File: src/rtl/branch_pred_unit_if.sv
// Predict/resolve/redirect bundle between the pipeline and the branch predictor.
// The core side drives the master modport and the predictor implements the slave modport.
interface branch_pred_unit_if #(
  parameter int PC_W   = 32,
  parameter int HIST_W = 6,
  parameter int CNT_W  = 16
);
  logic              pred_valid;
  logic [PC_W-1:0]   pred_pc;
  logic              pred_taken;
  logic [HIST_W-1:0] pred_hist;
  logic              res_valid;
  logic [PC_W-1:0]   res_pc;
  logic [HIST_W-1:0] res_hist;
  logic              res_taken;
  logic              res_pred_taken;
  logic              redirect;
  logic              redirect_sel;
  logic [CNT_W-1:0]  br_cnt;
  logic [CNT_W-1:0]  mis_cnt;

  modport master (
    output pred_valid, pred_pc, res_valid, res_pc, res_hist, res_taken, res_pred_taken,
    input  pred_taken, pred_hist, redirect, redirect_sel, br_cnt, mis_cnt
  );

  modport slave (
    input  pred_valid, pred_pc, res_valid, res_pc, res_hist, res_taken, res_pred_taken,
    output pred_taken, pred_hist, redirect, redirect_sel, br_cnt, mis_cnt
  );
endinterface

File: src/rtl/branch_pred_unit.sv
// 2-bit saturating-counter predictor (bimodal or gshare); prediction is combinational, redirect lands 1 cycle after resolve.
// No backpressure: one prediction and one resolution are accepted every cycle.
module branch_pred_unit #(
  parameter int IDX_W  = 6,
  parameter int PC_W   = 32,
  parameter int HIST_W = 6,
  parameter bit GSHARE = 1'b1,
  parameter int CNT_W  = 16
) (
  input logic               clk,
  input logic               rst_n,
  branch_pred_unit_if.slave bus
);
  localparam int ENTRIES = 1 << IDX_W;

  logic [1:0]        ctr_q [ENTRIES];
  logic [1:0]        ctr_d [ENTRIES];
  logic [HIST_W-1:0] ghr_q, ghr_d;
  logic              redirect_q, redirect_d;
  logic              redirect_sel_q, redirect_sel_d;
  logic [CNT_W-1:0]  br_cnt_q, br_cnt_d;
  logic [CNT_W-1:0]  mis_cnt_q, mis_cnt_d;
  logic [IDX_W-1:0]  pred_idx;
  logic [IDX_W-1:0]  res_idx;
  logic [1:0]        res_ctr;
  logic              mispredict;

  // PC bits [1:0] are always zero for aligned branches, so they never reach the index.
  function automatic logic [IDX_W-1:0] idx_f(input logic [IDX_W-1:0] pc_bits,
                                             input logic [HIST_W-1:0] hist);
    logic [IDX_W-1:0] h_ext;
    h_ext = GSHARE ? IDX_W'(hist) : '0;
    return pc_bits ^ h_ext;
  endfunction

  assign pred_idx   = idx_f(bus.pred_pc[IDX_W+1:2], ghr_q);
  assign res_idx    = idx_f(bus.res_pc[IDX_W+1:2], bus.res_hist);
  assign res_ctr    = ctr_q[res_idx];
  assign mispredict = bus.res_valid && (bus.res_taken != bus.res_pred_taken);

  always_comb begin
    ctr_d          = ctr_q;
    ghr_d          = ghr_q;
    br_cnt_d       = br_cnt_q;
    mis_cnt_d      = mis_cnt_q;
    redirect_d     = mispredict;
    redirect_sel_d = mispredict ? bus.res_pred_taken : redirect_sel_q;

    if (bus.res_valid) begin
      if (bus.res_taken && (res_ctr != 2'b11)) begin
        ctr_d[res_idx] = res_ctr + 2'b01;
      end else if (!bus.res_taken && (res_ctr != 2'b00)) begin
        ctr_d[res_idx] = res_ctr - 2'b01;
      end
      // Oldest outcome falls off the MSB end.
      ghr_d = HIST_W'({ghr_q, bus.res_taken});
      if (br_cnt_q != '1) begin
        br_cnt_d = br_cnt_q + 1'b1;
      end
    end

    if (mispredict && (mis_cnt_q != '1)) begin
      mis_cnt_d = mis_cnt_q + 1'b1;
    end
  end

  always_ff @(posedge clk) begin
    if (!rst_n) begin
      for (int i = 0; i < ENTRIES; i++) begin
        ctr_q[i] <= 2'b01;
      end
      ghr_q          <= '0;
      redirect_q     <= 1'b0;
      redirect_sel_q <= 1'b0;
      br_cnt_q       <= '0;
      mis_cnt_q      <= '0;
    end else begin
      ctr_q          <= ctr_d;
      ghr_q          <= ghr_d;
      redirect_q     <= redirect_d;
      redirect_sel_q <= redirect_sel_d;
      br_cnt_q       <= br_cnt_d;
      mis_cnt_q      <= mis_cnt_d;
    end
  end

  // Table read is the pre-update value when predict and train hit the same entry.
  assign bus.pred_taken   = bus.pred_valid & ctr_q[pred_idx][1];
  assign bus.pred_hist    = ghr_q;
  assign bus.redirect     = redirect_q;
  assign bus.redirect_sel = redirect_sel_q;
  assign bus.br_cnt       = br_cnt_q;
  assign bus.mis_cnt      = mis_cnt_q;
endmodule

File: src/flat_wrapper.sv
// flat-port wrapper written by rule: the top's interface ports become plain ports
module branch_pred_unit_flat 
#(
  parameter int IDX_W  = 6,
  parameter int PC_W   = 32,
  parameter int HIST_W = 6,
  parameter bit GSHARE = 1'b1,
  parameter int CNT_W  = 16
)
  (clk, rst_n, bus_pred_valid, bus_pred_pc, bus_res_valid, bus_res_pc, bus_res_hist, bus_res_taken, bus_res_pred_taken, bus_pred_taken, bus_pred_hist, bus_redirect, bus_redirect_sel, bus_br_cnt, bus_mis_cnt);
  branch_pred_unit_if #(.PC_W(PC_W), .HIST_W(HIST_W), .CNT_W(CNT_W)) bus_i ();
  input logic clk;
  input logic rst_n;
  input wire logic [$bits(bus_i.pred_valid)-1:0] bus_pred_valid;
  input wire logic [$bits(bus_i.pred_pc)-1:0] bus_pred_pc;
  input wire logic [$bits(bus_i.res_valid)-1:0] bus_res_valid;
  input wire logic [$bits(bus_i.res_pc)-1:0] bus_res_pc;
  input wire logic [$bits(bus_i.res_hist)-1:0] bus_res_hist;
  input wire logic [$bits(bus_i.res_taken)-1:0] bus_res_taken;
  input wire logic [$bits(bus_i.res_pred_taken)-1:0] bus_res_pred_taken;
  output wire logic [$bits(bus_i.pred_taken)-1:0] bus_pred_taken;
  output wire logic [$bits(bus_i.pred_hist)-1:0] bus_pred_hist;
  output wire logic [$bits(bus_i.redirect)-1:0] bus_redirect;
  output wire logic [$bits(bus_i.redirect_sel)-1:0] bus_redirect_sel;
  output wire logic [$bits(bus_i.br_cnt)-1:0] bus_br_cnt;
  output wire logic [$bits(bus_i.mis_cnt)-1:0] bus_mis_cnt;
  assign bus_i.pred_valid = bus_pred_valid;
  assign bus_i.pred_pc = bus_pred_pc;
  assign bus_i.res_valid = bus_res_valid;
  assign bus_i.res_pc = bus_res_pc;
  assign bus_i.res_hist = bus_res_hist;
  assign bus_i.res_taken = bus_res_taken;
  assign bus_i.res_pred_taken = bus_res_pred_taken;
  assign bus_pred_taken = bus_i.pred_taken;
  assign bus_pred_hist = bus_i.pred_hist;
  assign bus_redirect = bus_i.redirect;
  assign bus_redirect_sel = bus_i.redirect_sel;
  assign bus_br_cnt = bus_i.br_cnt;
  assign bus_mis_cnt = bus_i.mis_cnt;
  branch_pred_unit #(.IDX_W(IDX_W), .PC_W(PC_W), .HIST_W(HIST_W), .GSHARE(GSHARE), .CNT_W(CNT_W)) u_core (.clk(clk), .rst_n(rst_n), .bus(bus_i));
endmodule
File: config.mk
export PLATFORM = sky130hd
export DESIGN_NAME = branch_pred_unit_flat
export DESIGN_NICKNAME = d
export VERILOG_FILES = /design/src/rtl/branch_pred_unit_if.sv /design/src/rtl/branch_pred_unit.sv /design/src/flat_wrapper.sv
export SDC_FILE = /design/constraint.sdc
export NUM_CORES = 1
export LEC_CHECK = 0
export ABC_AREA = 1
export BUFFER_PORTS_ARGS = -buffer_cell sky130_fd_sc_hd__clkbuf_2
export CORE_MARGIN = 2
export CORE_UTILIZATION = 35
export DETAILED_ROUTE_END_ITERATION = 8
export PLACE_DENSITY_LB_ADDON = 0.12
export SLEW_MARGIN = 10
export SYNTH_ARGS = -nofsm -noshare
export SYNTH_HDL_FRONTEND = slang
export SYNTH_SLANG_ARGS = --single-unit
File: constraint.sdc
create_clock -name clk -period 4.55 [get_ports clk]
set_clock_uncertainty 0.2 [all_clocks]
set_input_delay 0.91 -clock clk [delete_from_list [all_inputs] [get_ports clk]]
set_output_delay 0.91 -clock clk [all_outputs]
set_load 0.01 [all_outputs]
# Word level (Yosys, flattened, before mapping)
# Index checks and enable logic that the tools add are counted.
# W data, S select, Z words.
totals:
  reg_bits: 168
  inputBits: 76
  out_inout_bits: 41
  wordCells: 107
classes:
  n_addsub: 4
  magnitude_cmp: 3
  eq_ne: 4
  n_mux: 12
  bitwise_logic: 5
  n_reduce_logical: 10
op_table:
  columns: ["op", "n"]
  rows:
  - ["$bwmux W128", 2]
  - ["$mux W128", 2]
  - ["$add A16 B1 Y16 const B", 2]
  - ["$ne A16 B16 Y1 const B", 2]
  - ["$bmux W2 S6", 2]
  - ["$ge A7 B7 Y1 const B", 2]
  - ["$not A6 Y7", 2]
  - ["$demux W2 S6", 1]
  - ["$xor A6 B6 Y6", 2]
  - ["$mux W2", 5]
  - ["$lt A7 B1 Y1 const B", 1]
  - ["$logic_and A1 B1 Y1", 5]
  - ["$reduce_and A2 Y1", 2]
  - ["$reduce_bool A2 Y1", 2]
  - ["$add A2 B1 Y2 const B", 1]
  - ["$ne A2 B2 Y1 const B", 1]
  - ["$sub A2 B1 Y2 const B", 1]
  - ["$and A1 B1 Y1", 1]
  - ["$logic_not A1 Y1", 1]
  - ["$ne A1 B1 Y1", 1]

# Logic depth before layout (Yosys ltp)
depth:
  word_depth: 9
  depth_mapped: 26
  depth_no_buf: 23

# Least setup slack after synthesis
# No wires, ideal clock.
synth_timing:
  path_type: "input to register"
  startpoint: "input port bus_res_pc[3]"
  endpoint: "register (tool-made name)"
  setup_ps: 115
  t_arrival_ps: 3426
  required_ps: 4235
  path_slack_ps: 809
  path_stages: 23
  path_buffers: 2
  path_cell_list: "inv_1 > nand2_1 > nand2_1 > buf_2 > buf_1 > o21ai_0 > nand2_1 > nand2_1 > nand2_1 > nand2_1 > nand2_1 > nor2_1 > nand2_1 > inv_1 > ha_1 > nor2_1 > o21ai_1 > inv_2 > nand3_1 > nor2_1 > inv_1 > a21oi_1 > nand2_1"
synth_rtl:
  columns: ["element", "line_no", "rtl"]
  rows:
  - ["start: declaration", "flat_wrapper.sv:17", "input wire logic [$bits(bus_i.res_pc)-1:0] bus_res_pc;"]

==> key figures <==
Floorplanning
  • Number of placed I/O pins: 117
  • Initial core utilization: 0.355
  • Die H: 166 um
  • Core ar.: 26000 um^2
  • Die W: 166 um
  • FP Rows: 59
  • Die area: 27700 um^2

Global routing
  • Initial antenna violation count: 0
  • GR Overflow Total: 0
  • Total GRT Usage: 0.224
  • Largest net degree at the start of global routing: 94
  • First-pass GRT wire length: between 40 and 50 mm
  • Vias in the first global route: 8789

Placed design
  • Buffers on Ports: 64
  • DP HPWL: 20.1 mm
  • Final Wtd Congestion: 0.879
  • Post-Place Cell Area: 10100 um^2
  • Pre-CTS WS: approximately 0.23 ns

Pwr
  • Sw Share: 0.341
  • Clock share of power: 0.401
  • Sw Pwr: around 1300 uW
  • Sequential share of power: 0.383
  • Power Density: 366 nW/um^2
  • Maximum VDD drop: 0.318 mV
  • Leakage Power: 0.00458 uW
  • Internal Power: roughly 2600 uW
  • Combinational share of power: 0.216

Route
  • DRC violations left: 0
  • DR vias: ~9500
  • Routed WL per cell: 16.3 um
  • Via density: 5.01
  • Detail Route Antenna Nets: 0
  • Routed wire length: 31.0 mm
  • First drt pass iteration count: 5
  • Starting DRC count in detailed routing: 707

STA
  • Hold slack: 0.272 ns
  • Setup tns final: 0 ns
  • Final-report hold violation count: 0
  • Worst-Margin Slew: 1.11 ns
  • Max Transition Viols Final: 0
  • RSZ-0062 raised after global routing: false
  • Tmin final: 3.91 ns
  • Maximum clock frequency: 0.256 GHz
  • Max-slew headroom: 0.263
  • Crit share post-route: 0.858
  • Final setup viols: 0
  • Setup ws final: 0.644 ns

CTS
  • # hold bufs at CTS: 0
  • Worst-path clk slew: ~0.070 ns
  • Clk sinks: between 150 and 200
  • Clk buf depth: 2
  • H-Tree Depth: 4
  • Clock Latency Late Sink: about 0.44 ns
  • Root Driver: clkbuf_16
  • CTS tree: yes
  • TritonCTS buffer count: 17
  • Cts repair resizes: 0
  • Setup Fix Bufs, Post-CTS: 0

Worst setup path
  • Worst path required time: roughly 4.7 ns
  • Setup Crit Path Kind: in2reg
  • CP Launch Type: input pin
  • Arrival @ worst endpoint: 4.03 ns
  • Crit end category: register
  • Critical path startpoint: bus_res_pc[2]
  • Max FO, Critical Path: 38

Layout
  • # fillers: approximately 2800
  • FF/Latch Area: between 3000 and 4000 um^2
  • Area of the multi-input gates: between 4000 and 5000 um^2
  • Util after Layout: 0.412
  • Final nets: 1634
  • Layout cells sized above 1: 0.109
  • Ant. Diodes: 0
  • Layout overhead on the synthesized area: 16.2%
  • Design area: 10700 um^2

Min path
  • Worst min-delay path category: reg2reg

Yosys
  • Synth Net Count: 1564
  • Netlist Area Pre-Place: 9220 um^2
  • Mean Syn Cell Area: roughly 6.2 um^2
  • Yosys reg bits: 168
  • Ys Warns: 0
  • Distinct cells, synth: 31
  • Sequential area share after synthesis: 0.365
  • Cells after Synth: 1484

Outcome
  • Status: completed

Run
  • Max cap viols: 0
critical path, stage by stage:
cell	delay, ns
clkbuf_2	0.10
inv_2	0.06
nand2_1	0.08
nand2_2	0.13
buf_12	0.21
nand2_1	0.07
o211ai_1	0.09
nand2_1	0.07
o21ai_1	0.25
nand2_1	0.14
nor2_4	0.11
nand2_1	0.12
ha_1	0.22
nor2_1	0.15
o21ai_1	0.17
buf_4	0.22
nor2_1	0.18
inv_1	0.19
nor2_1	0.26
inv_1	0.07
a21oi_1	0.13
nand2_1	0.07
power by group through the flow:
stage / logic [uW] / clock network [uW] / registers (uW)
final: 847 / 1570 / 1500
after global routing: 921 / 1660 / 1500
after CTS: 840 / 1610 / 1500
after detailed placement: 838 / 0 / 1540
after global placement: 835 / 0 / 1540
after floorplan: 510 / 0 / 1540
Yosys cell counts:
cell type    n  share of area
clkinv_1     1        0.00041
nor3_1      17         0.0092
nand2_1    432           0.18
ha_1         4         0.0054
nand4_1      4         0.0027
buf_2       10         0.0054
o211ai_2     2         0.0027
inv_2        7         0.0029
or2_2        1        0.00068
dfxtp_1    168           0.36
a21oi_1    113          0.061
nor2_1     191          0.078
nand2_2      1        0.00068
buf_4       11         0.0090
o21ai_0     97          0.053
xor2_1       7         0.0067
a211oi_1    23          0.019
inv_1      156          0.064
nand3_2      3         0.0033
a31oi_1      2         0.0014
nor2_2       3         0.0020
buf_6        9          0.011
buf_1        4         0.0016
nor3b_1      3         0.0024
clkbuf_1    32          0.013
nand3_1    155          0.084
xnor2_1      8         0.0076
nor4_1       4         0.0027
o21ai_1     10         0.0054
o21a_1       2         0.0016
o211ai_1     4         0.0033
layout by cell type (no fill, tap or decap), types with 5 or more instances in the layout:
master | netlist | final
nand2_1 | 432 | 430
nor3_1 | 17 | 17
clkbuf_2 | 0 | 64
o21ai_1 | 10 | 10
dfxtp_1 | 168 | 168
inv_1 | 156 | 155
a211oi_1 | 23 | 23
o21ai_0 | 97 | 97
clkbuf_16 | 0 | 17
xor2_1 | 7 | 6
nor2_1 | 191 | 190
a21oi_1 | 113 | 113
inv_6 | 0 | 5
xnor2_1 | 8 | 8
inv_2 | 7 | 7
buf_4 | 11 | 48
buf_12 | 0 | 5
nand3_1 | 155 | 155
path summary, 6_finish.rpt:
kind / end / slack, ns / depth (start not counted)
worst max-delay path: register / 0.64 / 22
worst min-delay path: register / 0.27 / 2
worst max register to register: register / 1.39 / 18
worst min register to register: register / 0.27 / 2
kinds of logic after synthesis:
family,synth area share
adder cells (fa/ha/maj),0.00543
AND/OR/NAND/NOR,0.362
XOR/XNOR,0.0143
flip-flops,0.365
AO/OA/AOI/OAI,0.147
buffers and inverters,0.107
layer usage:
metal	GRT usage	part of all wire	vias to the layer above	routed length, um
met5	0	0	-	0
met2	0.364	0.45	283	13800
met3	0.0427	0.058	32	1800
met4	0.0577	0.016	0	512
li1	-	-	4898	-
met1	0.305	0.48	4313	14900
through the flow:
step / std cells / power [uW]
2_1_floorplan: 1484 / 2050
3_3_place_gp: 1870 / 2370
3_5_place_dp: 1870 / 2370
4_1_cts: 1902 / 3950
5_1_grt: 1902 / 4090
6_report: 1902 / 3920
area by class of cell:
cell class / instances / share of cell area
inverter: 164 / 0.0576
multi-input combinational: 1086 / 0.458
clock buffer: 18 / 0.0410
tap: 335 / 0.0391
sequential: 168 / 0.314
timing repair buffer: 117 / 0.0729
clock inverter: 14 / 0.0171
(Power assumes the default switching activity.)
